[src/rtl/fetch_unit_pkg.sv]
// Shared definitions for the fetch stage and the controller: pc_src encodings,
// the canonical nop, and the fetch FSM state encoding.
package fetch_unit_pkg;

    localparam int unsigned XLEN     = 32;
    localparam int unsigned PC_SRC_W = 2;
    localparam int unsigned ST_W     = 2;
    localparam int unsigned CNT_W    = 64;

    // Next-PC source selects driven by the controller (2'b11 behaves as PLUS4)
    localparam logic [PC_SRC_W-1:0] PC_SRC_PLUS4  = 2'b00;
    localparam logic [PC_SRC_W-1:0] PC_SRC_TARGET = 2'b01;
    localparam logic [PC_SRC_W-1:0] PC_SRC_ALU    = 2'b10;

    // addi x0, x0, 0
    localparam logic [XLEN-1:0] NOP = 32'h0000_0013;

    // Fetch FSM states
    localparam logic [ST_W-1:0] ST_REQ   = 2'd0;
    localparam logic [ST_W-1:0] ST_WAIT  = 2'd1;
    localparam logic [ST_W-1:0] ST_HOLD  = 2'd2;
    localparam logic [ST_W-1:0] ST_FAULT = 2'd3;

endpackage

[src/rtl/next_pc_sel.sv]
// Combinational next-PC selection.
// Ports: pc, pc_src, imm_ext, alu_result in; next_pc and misaligned_target
// (next_pc[1] set) out. All arithmetic is modulo 2^32.
module next_pc_sel
    import fetch_unit_pkg::*;
(
    input  logic [XLEN-1:0]     pc,
    input  logic [PC_SRC_W-1:0] pc_src,
    input  logic [XLEN-1:0]     imm_ext,
    input  logic [XLEN-1:0]     alu_result,
    output logic [XLEN-1:0]     next_pc,
    output logic                misaligned_target
);

    // Target mux; jalr clears the LSB of the ALU result
    always_comb begin
        next_pc = pc + XLEN'(32'd4);
        case (pc_src)
            PC_SRC_PLUS4:  next_pc = pc + XLEN'(32'd4);
            PC_SRC_TARGET: next_pc = pc + imm_ext;
            PC_SRC_ALU:    next_pc = alu_result & ~XLEN'(32'h1);
            default:       next_pc = pc + XLEN'(32'd4);
        endcase
    end

    assign misaligned_target = next_pc[1];

endmodule

[src/rtl/fetch_unit.sv]
// Instruction fetch stage: owns the PC, issues word reads to instruction
// memory over a valid/ready channel, holds the returned instruction for decode
// until retire, then steps the PC, traps misaligned targets, counts retires.
// Ports: clk, rst (sync, active-high); controller pc_src/imm_ext/alu_result/
// retire; imem request (valid/ready/addr) and response (valid/data); decode
// outputs instr/instr_valid/pc/pc_plus4; sticky misaligned; 64-bit instret.
module fetch_unit
    import fetch_unit_pkg::*;
#(
    parameter logic [31:0] RESET_PC = 32'h0000_0000
)
(
    input  logic                clk,
    input  logic                rst,
    input  logic [PC_SRC_W-1:0] pc_src,
    input  logic [XLEN-1:0]     imm_ext,
    input  logic [XLEN-1:0]     alu_result,
    input  logic                retire,
    output logic                imem_req_valid,
    input  logic                imem_req_ready,
    output logic [XLEN-1:0]     imem_req_addr,
    input  logic                imem_rsp_valid,
    input  logic [XLEN-1:0]     imem_rsp_data,
    output logic [XLEN-1:0]     instr,
    output logic                instr_valid,
    output logic [XLEN-1:0]     pc,
    output logic [XLEN-1:0]     pc_plus4,
    output logic                misaligned,
    output logic [CNT_W-1:0]    instret
);

    logic [ST_W-1:0] state;
    logic [ST_W-1:0] next_state;
    logic [XLEN-1:0] next_pc;
    logic            misaligned_target;

    next_pc_sel u_next_pc_sel (
        .pc                (pc),
        .pc_src            (pc_src),
        .imm_ext           (imm_ext),
        .alu_result        (alu_result),
        .next_pc           (next_pc),
        .misaligned_target (misaligned_target)
    );

    // Word-aligned request address; pc itself only moves on retire
    assign imem_req_addr = {pc[XLEN-1:2], 2'b00};

    // State register
    always_ff @(posedge clk) begin
        if (rst) state <= ST_REQ;
        else     state <= next_state;
    end

    // Next-state logic; a request only counts once it is actually presented
    always_comb begin
        next_state = state;
        case (state)
            ST_REQ:   if (imem_req_valid && imem_req_ready) next_state = ST_WAIT;
            ST_WAIT:  if (imem_rsp_valid) next_state = ST_HOLD;
            ST_HOLD:  if (retire) next_state = misaligned_target ? ST_FAULT : ST_REQ;
            ST_FAULT: next_state = ST_FAULT;
            default:  next_state = ST_REQ;
        endcase
    end

    // Registered outputs and datapath; flags are decoded from next_state so
    // they line up with the state they describe
    always_ff @(posedge clk) begin
        if (rst) begin
            pc             <= RESET_PC;
            pc_plus4       <= RESET_PC + XLEN'(32'd4);
            instr          <= NOP;
            instr_valid    <= 1'b0;
            imem_req_valid <= 1'b0;
            misaligned     <= 1'b0;
            instret        <= '0;
        end else begin
            imem_req_valid <= (next_state == ST_REQ);
            instr_valid    <= (next_state == ST_HOLD);
            if (state == ST_WAIT && imem_rsp_valid) begin
                instr <= imem_rsp_data;
            end
            if (state == ST_HOLD && retire) begin
                instret <= instret + CNT_W'(64'd1);
                if (misaligned_target) begin
                    misaligned <= 1'b1;
                end else begin
                    pc       <= next_pc;
                    pc_plus4 <= next_pc + XLEN'(32'd4);
                end
            end
        end
    end

endmodule

[config.mk]
export PLATFORM = sky130hd
export DESIGN_NAME = fetch_unit
export DESIGN_NICKNAME = d
export VERILOG_FILES = /design/src/rtl/fetch_unit_pkg.sv /design/src/rtl/next_pc_sel.sv /design/src/rtl/fetch_unit.sv
export SDC_FILE = /design/constraint.sdc
export NUM_CORES = 1
export LEC_CHECK = 0
export CAP_MARGIN = 10
export CORE_MARGIN = 5
export CORE_UTILIZATION = 40
export CTS_CLUSTER_DIAMETER = 200
export CTS_CLUSTER_SIZE = 12
export DETAILED_ROUTE_END_ITERATION = 10
export GPL_ROUTABILITY_DRIVEN = 0
export GPL_TIMING_DRIVEN = 0
export PLACE_DENSITY = 0.79
export SETUP_SLACK_MARGIN = 0.1
export SYNTH_ARGS = -nofsm -noshare
export SYNTH_HDL_FRONTEND = slang
export SYNTH_HIERARCHICAL = 1
export SYNTH_SLANG_ARGS = --single-unit
[constraint.sdc]
create_clock -name clk -period 12.1 [get_ports clk]
set_input_delay 3.63 -clock clk [delete_from_list [all_inputs] [get_ports clk]]
set_output_delay 3.63 -clock clk [all_outputs]
set_load 0.1 [all_outputs]
==> flow_summary.ini, run 1 <==
[final_layout]
multi_input_comb_area_sq_mm = 0.00620
layout-drive-gt1-share_pct = 7.67
sequential_cell_area_sq_mm = 0.00326
num_antenna_cells = 0
layout.cells.most_common_list = clkdlybuf4s50_1 (294), nand2_1 (193), dfxtp_1 (163), a21oi_1 (133), nor2_1 (96)
final_design_area_no_fill_sq_mm = 0.0141
fillCellCount = 2310
finish.cell_count_without_fillers = 1946
layout.nets = 1743
area_growth_syn_to_layout_pct = 38.8
final_common_cell = clkdlybuf4s50_1

[floorplan]
fp.dieArea_sq_mm = 0.0287
start_util_pct = 40.4
die_w_um = 169
dieHeight_um = 169
core.rowCount = 58
core_sq_mm = 0.0251
pin_count = 298

[sta]
maximum_clock_frequency_mhz = 125
report.final.slew_viol_count = 0
period_minus_slack_ns = 7.99
report.final.setup_viol = 0
slew_headroom_pct = 26.1
timing_hold_violations_final = 0
final.period_utilization_pct = 66.1
timing.setup.tns_ns = 0
rsz_0062_raised_after_global_routing = false
worstMarginPinSlew_ns = 1.10
finClkSkew_ns = 0.0131

[critical_path]
critical_path.reg2reg.endpoint = pc_plus4[31]
reg2reg_slack_ns = 7.29
setup.worst_path.end_class = flop
worstSetupPathType = input port to flop
cp.required_ns = 12.43
data_arrival_time_of_the_critical_path_ns = 8.33
timing.reg2reg.worst_path_depth = 16
worstReg2RegStart = pc[0]
start_kind = input port
worstPathMaxFanout = 6

[routing]
detailroute.via_count = 10932
wl_mm = 34.3
drt-initial-drc-count = 1036
detail_route.first_pass.iterations = 5
route.detailed.vias_per_inst = 5.62
ant_nets = 0
wl_per_cell_um = 17.6
drcViolationCount = 0

[clock_network]
clk_transition_reported_paths_ns = 0.06
cts.path.max_buffers = 2
htree_num_levels = 4
cts-hold-fix-buffers = 0
clock_tree_from_tritoncts = yes
cts_resized = 0
clock_sinks = 163
cts-buffers-inserted = 17
clock_tree.root_cell = clkbuf_16
cts_setup_buffers = 0
clock_insertion_delay_worst_skew_ns = 0.43

[synthesis]
synthesis.instances = 1289
synth_enable_flop_cells = 0
synth_ff_type = dfxtp_1
synthesis.area_sq_mm = 0.0102
synth.ff_latch_count = 163
async_reset_ff_share_pct = 0
sequential_area_share_after_synthesis_pct = 32.1
postSynthAreaPerCell_sq_um = 7.88
yosysWarningCount = 6
synth.distinct_cells = 79

[run]
max_cap_violations = 0

[grt]
grt_antenna_before_repair = 0
grt_overflow_total = 0
grt_use_total_pct = 22.7
wire_length_of_the_first_global_routing_pass_mm = 53.2
via_count_of_the_first_global_routing_pass = 10353
grt_start_max_net_pins = 17

[placed_design]
portBuffers = 294
dp.final_hpwl_mm = 27.2
detailed_place.area_sq_mm = 0.0135
post-place-cells = 1914

[power_and_ir_drop]
power_density_cells_mw_per_mm2 = 92.8
total_power_mw = 1.31
cellLeakagePower_nw = 5.14
ir_worst_vdd_mv = 0.0948

[worst_hold_path]
worstHoldPathCells = 2
holdCritStartpoint = instr[14]
min_to = instr[14]
hold_class = flop to flop

[run_status]
result_of_the_run = complete, no violations
sequential cells by signal, summed over array words and instances (netlist names):
name / flops
state: 2
pc: 32
pc_plus4: 30
instr_valid: 1
instret: 64
instr: 32
misaligned: 1
imem_req_valid: 1
power by group:
part | switching (mW) | internal, mW | leakage [nW] | total [mW]
combinational | 0.146 | 0.0790 | 3.55 | 0.225
sequential | 0.00553 | 0.544 | 1.31 | 0.550
clock | 0.223 | 0.310 | 0.281 | 0.532
total | 0.374 | 0.933 | 5.14 | 1.31
cell usage after synthesis, types with 3 or more instances:
| library cell | count | share of area, % |
|---|---|---|
| o211ai_1 | 3 | 0.22 |
| nand4_4 | 3 | 0.63 |
| ha_1 | 36 | 4.4 |
| o21a_1 | 3 | 0.22 |
| nor3_1 | 18 | 0.89 |
| a31oi_1 | 6 | 0.37 |
| a21oi_1 | 133 | 6.6 |
| buf_2 | 12 | 0.59 |
| a211oi_1 | 30 | 2.2 |
| or4_1 | 6 | 0.44 |
| a21o_1 | 22 | 1.6 |
| nor2_1 | 96 | 3.5 |
| xnor2_1 | 53 | 4.6 |
| dfxtp_1 | 163 | 32 |
| a221oi_1 | 15 | 1.3 |
| nand4_1 | 40 | 2.5 |
| nand2_1 | 193 | 7.1 |
| nor4_4 | 3 | 0.63 |
| nor2b_1 | 6 | 0.37 |
| nor4_1 | 14 | 0.86 |
| nand3b_1 | 4 | 0.30 |
| or2_2 | 3 | 0.18 |
| clkbuf_8 | 3 | 0.41 |
| o31ai_1 | 8 | 0.59 |
| clkbuf_1 | 44 | 1.6 |
| inv_1 | 27 | 1.0 |
| nand4_2 | 7 | 0.86 |
| and4_1 | 16 | 1.4 |
| or3_1 | 19 | 1.2 |
| a311oi_1 | 5 | 0.43 |
| nor3b_1 | 3 | 0.22 |
| a22oi_1 | 14 | 1.0 |
| nand2b_1 | 4 | 0.25 |
| buf_4 | 36 | 2.7 |
| and2_1 | 6 | 0.37 |
| o22ai_1 | 3 | 0.18 |
| nand4b_1 | 4 | 0.34 |
| nand3_1 | 56 | 2.8 |
| xor2_1 | 60 | 5.2 |
| o21ai_0 | 45 | 2.2 |
| and3_1 | 20 | 1.2 |
worst max-delay path by stage:
stage          startpoint      endpoint  slack (ns)  cells past startpoint
2_1_floorplan  imm_ext[0]  pc_plus4[31]        5.11                     17
3_3_place_gp   imm_ext[0]  pc_plus4[31]        3.89                     17
3_5_place_dp   imm_ext[0]  pc_plus4[31]        3.79                     17
4_1_cts        imm_ext[0]  pc_plus4[27]        4.22                     17
5_1_grt        imm_ext[0]  pc_plus4[27]        3.73                     18
6_report       imm_ext[0]  pc_plus4[31]        4.11                     17
layer usage:
metal	share of wire [%]	vias up	global-route usage (%)
li1	-	5225	-
met1	40	5119	27.8
met2	48	508	38.8
met3	8.5	80	5.40
met4	3.3	0	8.37
met5	0	-	0
layout make-up:
| type | instances | share of cell area, % |
|---|---|---|
| Timing Repair Buffer | 294 | 20.9 |
| Clock inverter | 12 | 0.923 |
| Buffer | 102 | 4.24 |
| Sequential cell | 163 | 23.2 |
| Tap cell | 330 | 2.93 |
| Multi-Input combinational cell | 998 | 44.0 |
| Clock buffer | 20 | 3.17 |
| Inverter | 27 | 0.719 |
cell families after synthesis:
group | after synthesis | synth area share (%)
AND/OR/NAND/NOR | 537 | 27.6
adder cells (fa/ha/maj) | 37 | 4.63
XOR/XNOR | 113 | 9.75
buffers and inverters | 129 | 6.88
flip-flops | 163 | 32.1
AO/OA/AOI/OAI | 309 | 19.0
other | 1 | 0.0369
metrics by stage:
step | hold WS, ns | setup slack, ns | utilization [%]
after detailed placement | 0.447 | 3.79 | 53.8
after CTS | 0.456 | 4.22 | 56.1
after global placement | 0.442 | 3.89 | 53.8
after floorplan | 0.559 | 5.11 | -
final | 0.453 | 4.11 | 56.1
after global routing | 0.473 | 3.73 | 56.1
worst max-delay path, cell delays in order:
cell	delay (ns)
clkdlybuf4s50_1	0.46
ha_1	0.19
inv_1	0.06
fa_1	0.39
nor2b_1	0.19
o2111ai_1	0.24
nand4_1	0.24
nand2_1	0.12
o31ai_1	0.60
a21boi_0	0.23
xor2_1	0.18
o21ai_0	0.59
and4_1	0.37
nand3_1	0.09
nor4_1	0.38
xnor2_1	0.12
a211oi_1	0.23
(Power assumes the default switching activity.)
==> run 2: changes to the inputs <==
clock period = 8.2 ns   (was 12.1 ns; I/O delays follow)
==> results of run 2 <==
The final DEF is identical to that of run 1. Status: complete, no violations.
Main changes from that run: setup slack after placement 3.79 ns -> 1.06 ns; setup slack after layout 4.11 ns -> 1.38 ns; register-to-register setup slack 7.29 ns -> 3.39 ns; total power 1.31 mW -> 1.93 mW; worst IR drop on VDD 0.0948 mV -> 0.140 mV
==> run 3: changes to the inputs <==
clock period = 7.2 ns   (was 8.2 ns; I/O delays follow)
==> results of run 3 <==
The final DEF is identical to that of run 1. Status: complete, no violations.
Main changes from that run: setup slack after placement 3.79 ns -> 0.365 ns; setup slack after layout 4.11 ns -> 0.677 ns; register-to-register setup slack 7.29 ns -> 2.39 ns; total power 1.31 mW -> 2.20 mW; worst IR drop on VDD 0.0948 mV -> 0.159 mV
